==> config.mk <==
export PLATFORM = sky130hd
export DESIGN_NAME = rvfi_trace_fifo
export DESIGN_NICKNAME = d
export VERILOG_FILES = /design/src/rtl/dtcore32_rvfi_pkg.sv /design/src/rtl/dt_sync_fifo.sv /design/src/rtl/rvfi_trace_fifo.sv
export SDC_FILE = /design/constraint.sdc
export NUM_CORES = 2
export LEC_CHECK = 0
export BUFFER_PORTS_ARGS = -buffer_cell sky130_fd_sc_hd__buf_2
export CORE_MARGIN = 3
export CORE_UTILIZATION = 30
export DETAILED_ROUTE_END_ITERATION = 16
export PLACE_DENSITY = 0.5
export SLEW_MARGIN = 10
export SYNTH_ARGS = -nofsm -noshare
export SYNTH_HDL_FRONTEND = slang
export SYNTH_SLANG_ARGS = --single-unit
==> constraint.sdc <==
create_clock -name clk_i -period 17.8 [get_ports clk_i]
set_clock_uncertainty 0.2 [all_clocks]
set_input_delay 0.89 -clock clk_i [delete_from_list [all_inputs] [get_ports clk_i]]
set_output_delay 0.89 -clock clk_i [all_outputs]
set_load 0.01 [all_outputs]
==> src/rtl/dtcore32_rvfi_pkg.sv <==
// Shared types for the RVFI retirement trace buffer.
// Optional memory fields are compiled in when RVFI_TRACE_MEM_EN is defined.
// The packet layout is fixed at RVFI_XLEN bits per data field.
package dtcore32_rvfi_pkg;

    localparam int RVFI_XLEN    = 32;
    localparam int RVFI_ORDER_W = 64;
    localparam int DROP_CNT_W   = 16;

    typedef struct packed {
        logic [RVFI_ORDER_W-1:0]  order;
        logic [31:0]              insn;
        logic                     trap;
        logic [RVFI_XLEN-1:0]     pc_rdata;
        logic [RVFI_XLEN-1:0]     pc_wdata;
        logic [4:0]               rd_addr;
        logic [RVFI_XLEN-1:0]     rd_wdata;
`ifdef RVFI_TRACE_MEM_EN
        logic [RVFI_XLEN-1:0]     mem_addr;
        logic [RVFI_XLEN/8-1:0]   mem_rmask;
        logic [RVFI_XLEN/8-1:0]   mem_wmask;
        logic [RVFI_XLEN-1:0]     mem_rdata;
        logic [RVFI_XLEN-1:0]     mem_wdata;
`endif
    } rvfi_pkt_t;

    localparam int RVFI_PKT_W = $bits(rvfi_pkt_t);

endpackage

==> src/rtl/dt_sync_fifo.sv <==
// Generic single-clock FIFO with registered storage and head read from RAM.
// Latency: a word pushed into an empty FIFO is visible on rdata_o one cycle later.
// Backpressure: push is ignored when full unless a pop happens in the same cycle.
module dt_sync_fifo #(
    parameter int WIDTH = 8,
    parameter int DEPTH = 16
) (
    input  logic                       clk_i,
    input  logic                       rst_i,
    input  logic                       push_i,
    input  logic                       pop_i,
    input  logic [WIDTH-1:0]           wdata_i,
    output logic [WIDTH-1:0]           rdata_o,
    output logic                       full_o,
    output logic                       empty_o,
    output logic [$clog2(DEPTH):0]     count_o
);

    localparam int AW = $clog2(DEPTH);

    logic [AW-1:0]    wr_ptr_q, wr_ptr_d;
    logic [AW-1:0]    rd_ptr_q, rd_ptr_d;
    logic [AW:0]      count_q, count_d;
    logic [WIDTH-1:0] mem_q [DEPTH];
    logic             do_push;
    logic             do_pop;

    assign empty_o = (count_q == '0);
    assign full_o  = (count_q == (AW+1)'(DEPTH));
    assign count_o = count_q;

    // Empty FIFO drives zeros so the head is clean after reset without resetting RAM.
    assign rdata_o = empty_o ? '0 : mem_q[rd_ptr_q];

    // Qualify requests and compute next pointers/occupancy; pointers wrap naturally.
    always_comb begin
        do_pop   = pop_i && !empty_o;
        do_push  = push_i && (!full_o || do_pop);
        wr_ptr_d = wr_ptr_q;
        rd_ptr_d = rd_ptr_q;
        count_d  = count_q;
        if (do_push) begin
            wr_ptr_d = wr_ptr_q + AW'(1);
        end
        if (do_pop) begin
            rd_ptr_d = rd_ptr_q + AW'(1);
        end
        case ({do_push, do_pop})
            2'b10:   count_d = count_q + (AW+1)'(1);
            2'b01:   count_d = count_q - (AW+1)'(1);
            default: count_d = count_q;
        endcase
    end

    // Pointer and occupancy state, cleared asynchronously.
    always_ff @(posedge clk_i or posedge rst_i) begin
        if (rst_i) begin
            wr_ptr_q <= '0;
            rd_ptr_q <= '0;
            count_q  <= '0;
        end else begin
            wr_ptr_q <= wr_ptr_d;
            rd_ptr_q <= rd_ptr_d;
            count_q  <= count_d;
        end
    end

    // Storage array write port; contents are don't-care while unoccupied.
    always_ff @(posedge clk_i) begin
        if (do_push) begin
            mem_q[wr_ptr_q] <= wdata_i;
        end
    end

endmodule

==> src/rtl/rvfi_trace_fifo.sv <==
// RVFI retirement trace buffer with drop accounting and order-continuity checking.
// Latency: 1 cycle from retirement to out_pkt_o when empty; no input-to-output comb path.
// Backpressure: none toward the core; retirements arriving while full without a pop are dropped and counted.
// Memory fields/ports exist only when RVFI_TRACE_MEM_EN is defined. XLEN must equal RVFI_XLEN.
module rvfi_trace_fifo
    import dtcore32_rvfi_pkg::*;
#(
    parameter int DEPTH = 16,
    parameter int XLEN  = RVFI_XLEN
) (
    input  logic                      clk_i,
    input  logic                      rst_i,
    input  logic                      rvfi_valid,
    input  logic [RVFI_ORDER_W-1:0]   rvfi_order,
    input  logic [31:0]               rvfi_insn,
    input  logic                      rvfi_trap,
    input  logic [XLEN-1:0]           rvfi_pc_rdata,
    input  logic [XLEN-1:0]           rvfi_pc_wdata,
    input  logic [4:0]                rvfi_rd_addr,
    input  logic [XLEN-1:0]           rvfi_rd_wdata,
`ifdef RVFI_TRACE_MEM_EN
    input  logic [XLEN-1:0]           rvfi_mem_addr,
    input  logic [XLEN/8-1:0]         rvfi_mem_rmask,
    input  logic [XLEN/8-1:0]         rvfi_mem_wmask,
    input  logic [XLEN-1:0]           rvfi_mem_rdata,
    input  logic [XLEN-1:0]           rvfi_mem_wdata,
`endif
    output logic                      out_valid_o,
    input  logic                      out_ready_i,
    output rvfi_pkt_t                 out_pkt_o,
    output logic [$clog2(DEPTH):0]    count_o,
    output logic                      overflow_o,
    output logic [DROP_CNT_W-1:0]     drop_cnt_o,
    output logic                      order_err_o
);

    rvfi_pkt_t               in_pkt;
    logic [RVFI_PKT_W-1:0]   fifo_rdata;
    logic                    fifo_full;
    logic                    fifo_empty;
    logic                    pop;
    logic                    accept;
    logic                    drop;

    logic                    overflow_q, overflow_d;
    logic                    order_err_q, order_err_d;
    logic [DROP_CNT_W-1:0]   drop_cnt_q, drop_cnt_d;
    logic [RVFI_ORDER_W-1:0] exp_order_q, exp_order_d;
    logic                    first_q, first_d;

    // Pack the retirement port into the stored packet layout.
    always_comb begin
        in_pkt          = '0;
        in_pkt.order    = rvfi_order;
        in_pkt.insn     = rvfi_insn;
        in_pkt.trap     = rvfi_trap;
        in_pkt.pc_rdata = RVFI_XLEN'(rvfi_pc_rdata);
        in_pkt.pc_wdata = RVFI_XLEN'(rvfi_pc_wdata);
        in_pkt.rd_addr  = rvfi_rd_addr;
        in_pkt.rd_wdata = RVFI_XLEN'(rvfi_rd_wdata);
`ifdef RVFI_TRACE_MEM_EN
        in_pkt.mem_addr  = RVFI_XLEN'(rvfi_mem_addr);
        in_pkt.mem_rmask = (RVFI_XLEN/8)'(rvfi_mem_rmask);
        in_pkt.mem_wmask = (RVFI_XLEN/8)'(rvfi_mem_wmask);
        in_pkt.mem_rdata = RVFI_XLEN'(rvfi_mem_rdata);
        in_pkt.mem_wdata = RVFI_XLEN'(rvfi_mem_wdata);
`endif
    end

    // A full FIFO still accepts when the head leaves in the same cycle.
    assign out_valid_o = !fifo_empty;
    assign pop         = out_valid_o && out_ready_i;
    assign accept      = rvfi_valid && (!fifo_full || pop);
    assign drop        = rvfi_valid && fifo_full && !pop;

    dt_sync_fifo #(
        .WIDTH (RVFI_PKT_W),
        .DEPTH (DEPTH)
    ) u_fifo (
        .clk_i   (clk_i),
        .rst_i   (rst_i),
        .push_i  (accept),
        .pop_i   (pop),
        .wdata_i (in_pkt),
        .rdata_o (fifo_rdata),
        .full_o  (fifo_full),
        .empty_o (fifo_empty),
        .count_o (count_o)
    );

    assign out_pkt_o   = rvfi_pkt_t'(fifo_rdata);
    assign overflow_o  = overflow_q;
    assign drop_cnt_o  = drop_cnt_q;
    assign order_err_o = order_err_q;

    // Sticky drop/order flags; only accepted packets advance the expected order,
    // so the first packet after a drop is reported as a discontinuity.
    always_comb begin
        overflow_d  = overflow_q;
        order_err_d = order_err_q;
        drop_cnt_d  = drop_cnt_q;
        exp_order_d = exp_order_q;
        first_d     = first_q;
        if (drop) begin
            overflow_d = 1'b1;
            if (drop_cnt_q != {DROP_CNT_W{1'b1}}) begin
                drop_cnt_d = drop_cnt_q + DROP_CNT_W'(1);
            end
        end
        if (accept) begin
            if (!first_q && (rvfi_order != exp_order_q)) begin
                order_err_d = 1'b1;
            end
            exp_order_d = rvfi_order + RVFI_ORDER_W'(1);
            first_d     = 1'b0;
        end
    end

    // Monitor state registers; first_q re-arms on reset so the order baseline restarts.
    always_ff @(posedge clk_i or posedge rst_i) begin
        if (rst_i) begin
            overflow_q  <= 1'b0;
            order_err_q <= 1'b0;
            drop_cnt_q  <= '0;
            exp_order_q <= '0;
            first_q     <= 1'b1;
        end else begin
            overflow_q  <= overflow_d;
            order_err_q <= order_err_d;
            drop_cnt_q  <= drop_cnt_d;
            exp_order_q <= exp_order_d;
            first_q     <= first_d;
        end
    end

endmodule

Word-level counts from Yosys, hierarchy flattened. Memory sizes are Yosys's and may differ from the RTL's. Index checks and enable logic that the tools add are counted.

Multiplexer cells: 4. Reductions and logical operators: 17. Equal/unequal tests: 5. $add $sub $neg: 6.

Operator list (count): 198-bit 2-to-1 mux (1); 64-bit by 1-bit adder with 64-bit output, second input constant (1); 64-bit inequality test (1); 16-bit by 1-bit adder with 16-bit output, second input constant (1); 16-bit inequality test, second input constant (1); 5-bit case mux with 2 select lines (1); 4-bit by 1-bit adder with 4-bit output, second input constant (2); 1-bit logical AND (7); 5-bit by 1-bit adder with 5-bit output, second input constant (1); 5-bit == test, second input constant (1); 5-bit zero test (1); 5-bit by 1-bit subtractor with 5-bit output, second input constant (1); 1-bit zero test (4); 2-bit AND reduction (2); 2-bit by 1-bit == test with 1-bit output, second input constant (1); 2-bit == test, second input constant (1); 1-bit logical OR (2); 1-bit 2-to-1 mux (2); 2-bit nonzero test (1).

Logic and storage cells: 41. Memories: 1. Output and inout bits: 222. Flip-flop bits (word level): 96. RAM bits: 3168. Input bits: 202.

Memory list: u_fifo.mem_q (depth 16, bits a word 198, rd ports 1, clocked after memory_dff 0, wr ports 1, line dt_sync_fifo.sv:24) `logic [WIDTH-1:0] mem_q [DEPTH];`.

Logic depth before layout (Yosys ltp).
Depth after elaboration: 8. Gate-level depth with buffers: 15. Depth with buffers taken out: 11.

Cells and area by module. A second synthesis with hierarchy kept.

Cell total of the unflattened synthesis: 5893. Area total of the unflattened synthesis: 127180.7 µm².

Modules (own cells, without submodules): dt_sync_fifo (cells an instance 5272, seq. area each 95456.6 µm², area each 121835.6 µm², instances 1); rvfi_trace_fifo (cells an instance 621, seq. area each 2078.2 µm², area each 5345.1 µm², instances 1).

Worst setup path after synthesis. No wires, ideal clock.

Path kind: input port to flip-flop. Start point: input port out_ready_i. End point: memory u_fifo.mem_q[3][0] in the netlist's numbering (enable). Library setup time: 0.998 ns. Setup slack: 1.557 ns. Cell stages on the path: 5. Buffers on the path: 1. Arrival: 15.045 ns. Required time: 16.602 ns. Path through: nor2b_1 a21boi_0 clkbuf_1 nand2_1 nor3_1.

Cells in the longest elaborated chain, start to end: 6. Elaborated cells between the ends (all ways): 8. Those cells by class: mux: 2; reduce/logical: 6.

RTL lines: from (decl) (line rvfi_trace_fifo.sv:29) `input logic out_ready_i,`; 1-bit logical AND * (line rvfi_trace_fifo.sv:72) `assign pop = out_valid_o && out_ready_i;`; 1-bit logical OR / 1-bit logical AND (equally long branches) (line rvfi_trace_fifo.sv:73, dt_sync_fifo.sv:37); 1-bit logical AND / 1-bit logical OR (equally long branches) (line rvfi_trace_fifo.sv:73, dt_sync_fifo.sv:38); 1-bit logical AND * (line dt_sync_fifo.sv:38) `do_push = push_i && (!full_o || do_pop);`; 1-bit 2-to-1 mux * (line dt_sync_fifo.sv:70) `if (do_push) begin`; 1-bit 2-to-1 mux (not written as such) * (line dt_sync_fifo.sv:71) `mem_q[wr_ptr_q] <= wdata_i;`; to (decl) (line dt_sync_fifo.sv:24).

Mark *: on every way between the ends. The rest lies on a longest branch, timed or not.

==> impl_metrics.ini <==
[outcome]
status = complete, no violations

[timing]
relSlewSlack = 0.215
hold_viol_final = 0
worst_slack_ns = 9.96
rsz0062_at_grt = false
setup_tns_ns = 0
setup_viol = 0
period_minus_slack_ns = 7.84
worst_pin_slew_ns = 1.18
fmax_mhz = 128
fin_crit_sh = 0.440
hold_slack_ns = 0.130
slew_violations = 0

[floorplanning]
dieArea_um2 = 427000
num_rows = 237
die_w_um = 653
start_util = 0.302
core-area_um2 = 417000
boundaryPins = 424
die_y_um = 653

[worst_setup_path]
path_depth = 8
r2r_cells = 9
critPathArrivalTime_ns = 6.75
required_ns = 16.71
cpLargestDelayFamily = buffers and inverters
cp_cell_sequence = buf_4 -> buf_4 -> buf_4 -> buf_12 -> mux4_2 -> mux4_2 -> and2_1 -> buf_2
slowest_stage = dfrtp_4
path_max_fanout = 134
cp.buffers_inverters = 5
crit_top_cell = buf_4
startpoint_type = register
slowest_delay_ns = 1.00
cp-end-kind = output pin
crit_type = register to output pin

[flow_run]
drv_cap = 0

[clock_tree]
clkLatencyLatePin_ns = 0.93
clock-sinks = 3264
cts_inserted_buffers = 359
htree_levels = 5
root_buffer = clkbuf_16
cts_tree = done
ctsResizeCount = 0
clk_pin_slew_worst_paths_ns = 0.06
clockBufferDepth = 4

[synth]
syn-num-nets = 5492
synth_edf_count = 3168
synth-seq-cells = 3264
synth_cells = 5279
yosys_warnings = 0
synthDistinctLibCells = 48
avgSynthCellArea_um2 = 23.8
yosysSeqAreaShare = 0.776
async_flop_share = 0.0294
synth_area_um2 = 126000
synth_flop_cell = edfxtp_1

[place]
dpl_cell_area_um2 = 135000
place_ws_ns = 10.78
dp_hpwl_um = 172000
place.port_buffers = 423
finalWeightedCongestion = 0.723

[min_path]
min_path_type = input pin to register
holdPathStages = 1

[pwr]
powerDensity_nw_per_um2 = 162
ir_worst_vdd_mv = 0.117
leakage_uw = 0.0457
total_power_uw = 23700

[layout]
fin_area_um2 = 147000
drive_gt1_frac = 0.333
fin_nets = 6129
areaGrowthSynthToFinish_pct = 16.6
n_fill_cell = 38300

[detailed_routing]
drtIter0Drc = 5425
dr.pass1.iters = 7
wire_per_inst_um = 28.3
wl_met1_um = 140000
wl_met3_um = 18800
top_layer = met5
postRouteAntennaNets = 0
num_vias = 58300
wl_met2_um = 167000
totalWireLength_um = 332000
viasPerCell = 4.98
drc = 0

[grt]
grt_pass1_wl_um = 472000
grt_pass1_vias = 62100
antenna_found_initial = 99
grt_max_degree = 140
grt_overflow = 0
grt_usage = 0.153
final cells by class:
cell class,count,area (µm²),area share
sequential,3264,97500,0.665
multi-input combinational,1728,27200,0.185
clock buffer,465,9560,0.0652
tap,5497,6880,0.0469
timing repair buffer,553,3320,0.0226
clock inverter,182,2040,0.0139
antenna,25,62.6,0.000427
inverter,10,40.0,0.000273
routing by layer:
metal | up-vias | track usage
met5 | - | 0
met4 | 44 | 0.0305
met3 | 522 | 0.0289
met2 | 1583 | 0.259
met1 | 32300 | 0.206
li1 | 23900 | -
placed cells by master (no fill, tap or decap), drive strengths merged, types with 4 or more instances in the layout:
cell,n
a31oi,24
and2,205
and3,18
and4,6
buf,552
bufinv,33
clkbuf,465
clkinv,125
clkinvlp,9
dfrtp,95
diode,25
edfxtp,3168
ha,11
inv,25
mux4,990
nand2,80
nand2b,4
nand3,37
nand4,48
nor2,52
nor3,7
nor4,10
o21ai,47
o31ai,15
or3,7
or4,18
xnor2,95
xor2,33
kinds of logic (layout without fill, tap and decap cells):
logic type | count (synthesis) | after routing | share of synthesized area
other | 0 | 25 | 0
multiplexers | 994 | 994 | 0.178
buffers and inverters | 287 | 1210 | 0.00939
AND/OR/NAND/NOR | 495 | 495 | 0.0225
XOR/XNOR | 128 | 128 | 0.00892
AO/OA/AOI/OAI | 100 | 100 | 0.00480
adder cells (fa/ha/maj) | 11 | 11 | 0.00109
flip-flops | 3264 | 3264 | 0.776
cell usage after synthesis (2+ instances only):
master    number  area share
nor4_1         6     0.00030
mux2_2         3     0.00027
nand4_2        2     0.00020
nand2_1       78      0.0023
a21oi_1        2    0.000080
and2_1       205       0.010
nor2_1        52      0.0016
or3_1          7     0.00035
xnor2_1       95      0.0066
nor3_1         7     0.00028
ha_1          11      0.0011
o211ai_1       2     0.00012
clkbuf_1     163      0.0049
nor2b_1        2    0.000099
o21ai_0       47      0.0019
buf_2         76      0.0030
nor4_4         3     0.00051
nand2b_1       4     0.00020
edfxtp_1    3168        0.76
nand2_2        2    0.000099
mux4_2       990        0.18
dfrtp_1       95       0.019
or4_1         18      0.0011
buf_1         36      0.0011
o31ai_1       15     0.00090
a21boi_0       2     0.00012
inv_1         10     0.00030
nand4_1       46      0.0023
and3_1        18     0.00090
xor2_1        33      0.0023
a31oi_1       24      0.0012
nand3_1       36      0.0014
and4_1         6     0.00042
per-stage QoR:
stage,std cells,util
5_1_grt,11700,0.352
2_1_floorplan,5279,-
3_5_place_dp,11100,0.324
4_1_cts,11700,0.352
6_report,11700,0.352
3_3_place_gp,11100,0.324
registers in the layout (all words and copies together), names as in the netlist:
signal	count
overflow_o	1
u_fifo.rd_ptr_q	4
drop_cnt_o	16
u_fifo.count_o	5
u_fifo.wr_ptr_q	4
first_q	1
exp_order_q	64
u_fifo.mem_q	3168
order_err_o	1
what timing repair did:
action / 4_1_cts / 5_1_grt
setup buffers: 0 / 0
hold buffers: 1 / 0
endpoints found under the hold margin: 48 / 0
power breakdown:
part	total [µW]	switching, µW	internal (µW)
registers	9490	269	9230
clock network	7320	3030	4290
logic	6910	3710	3200
path summary, 6_finish.rpt:
kind	to	start	slack (ns)
worst max register to register	u_fifo.mem_q[15][104]	u_fifo.count_o[1]	11.87
min in group asynchronous	exp_order_q[16]	rst_i	0.56
worst max-delay path	out_pkt_o[108]	u_fifo.rd_ptr_q[1]	9.96
max in group asynchronous	drop_cnt_o[5]	rst_i	15.60
worst min-delay path	u_fifo.mem_q[3][7]	rvfi_rd_wdata[7]	0.13
worst min register to register	order_err_o	order_err_o	0.26
(Power assumes the default switching activity.)
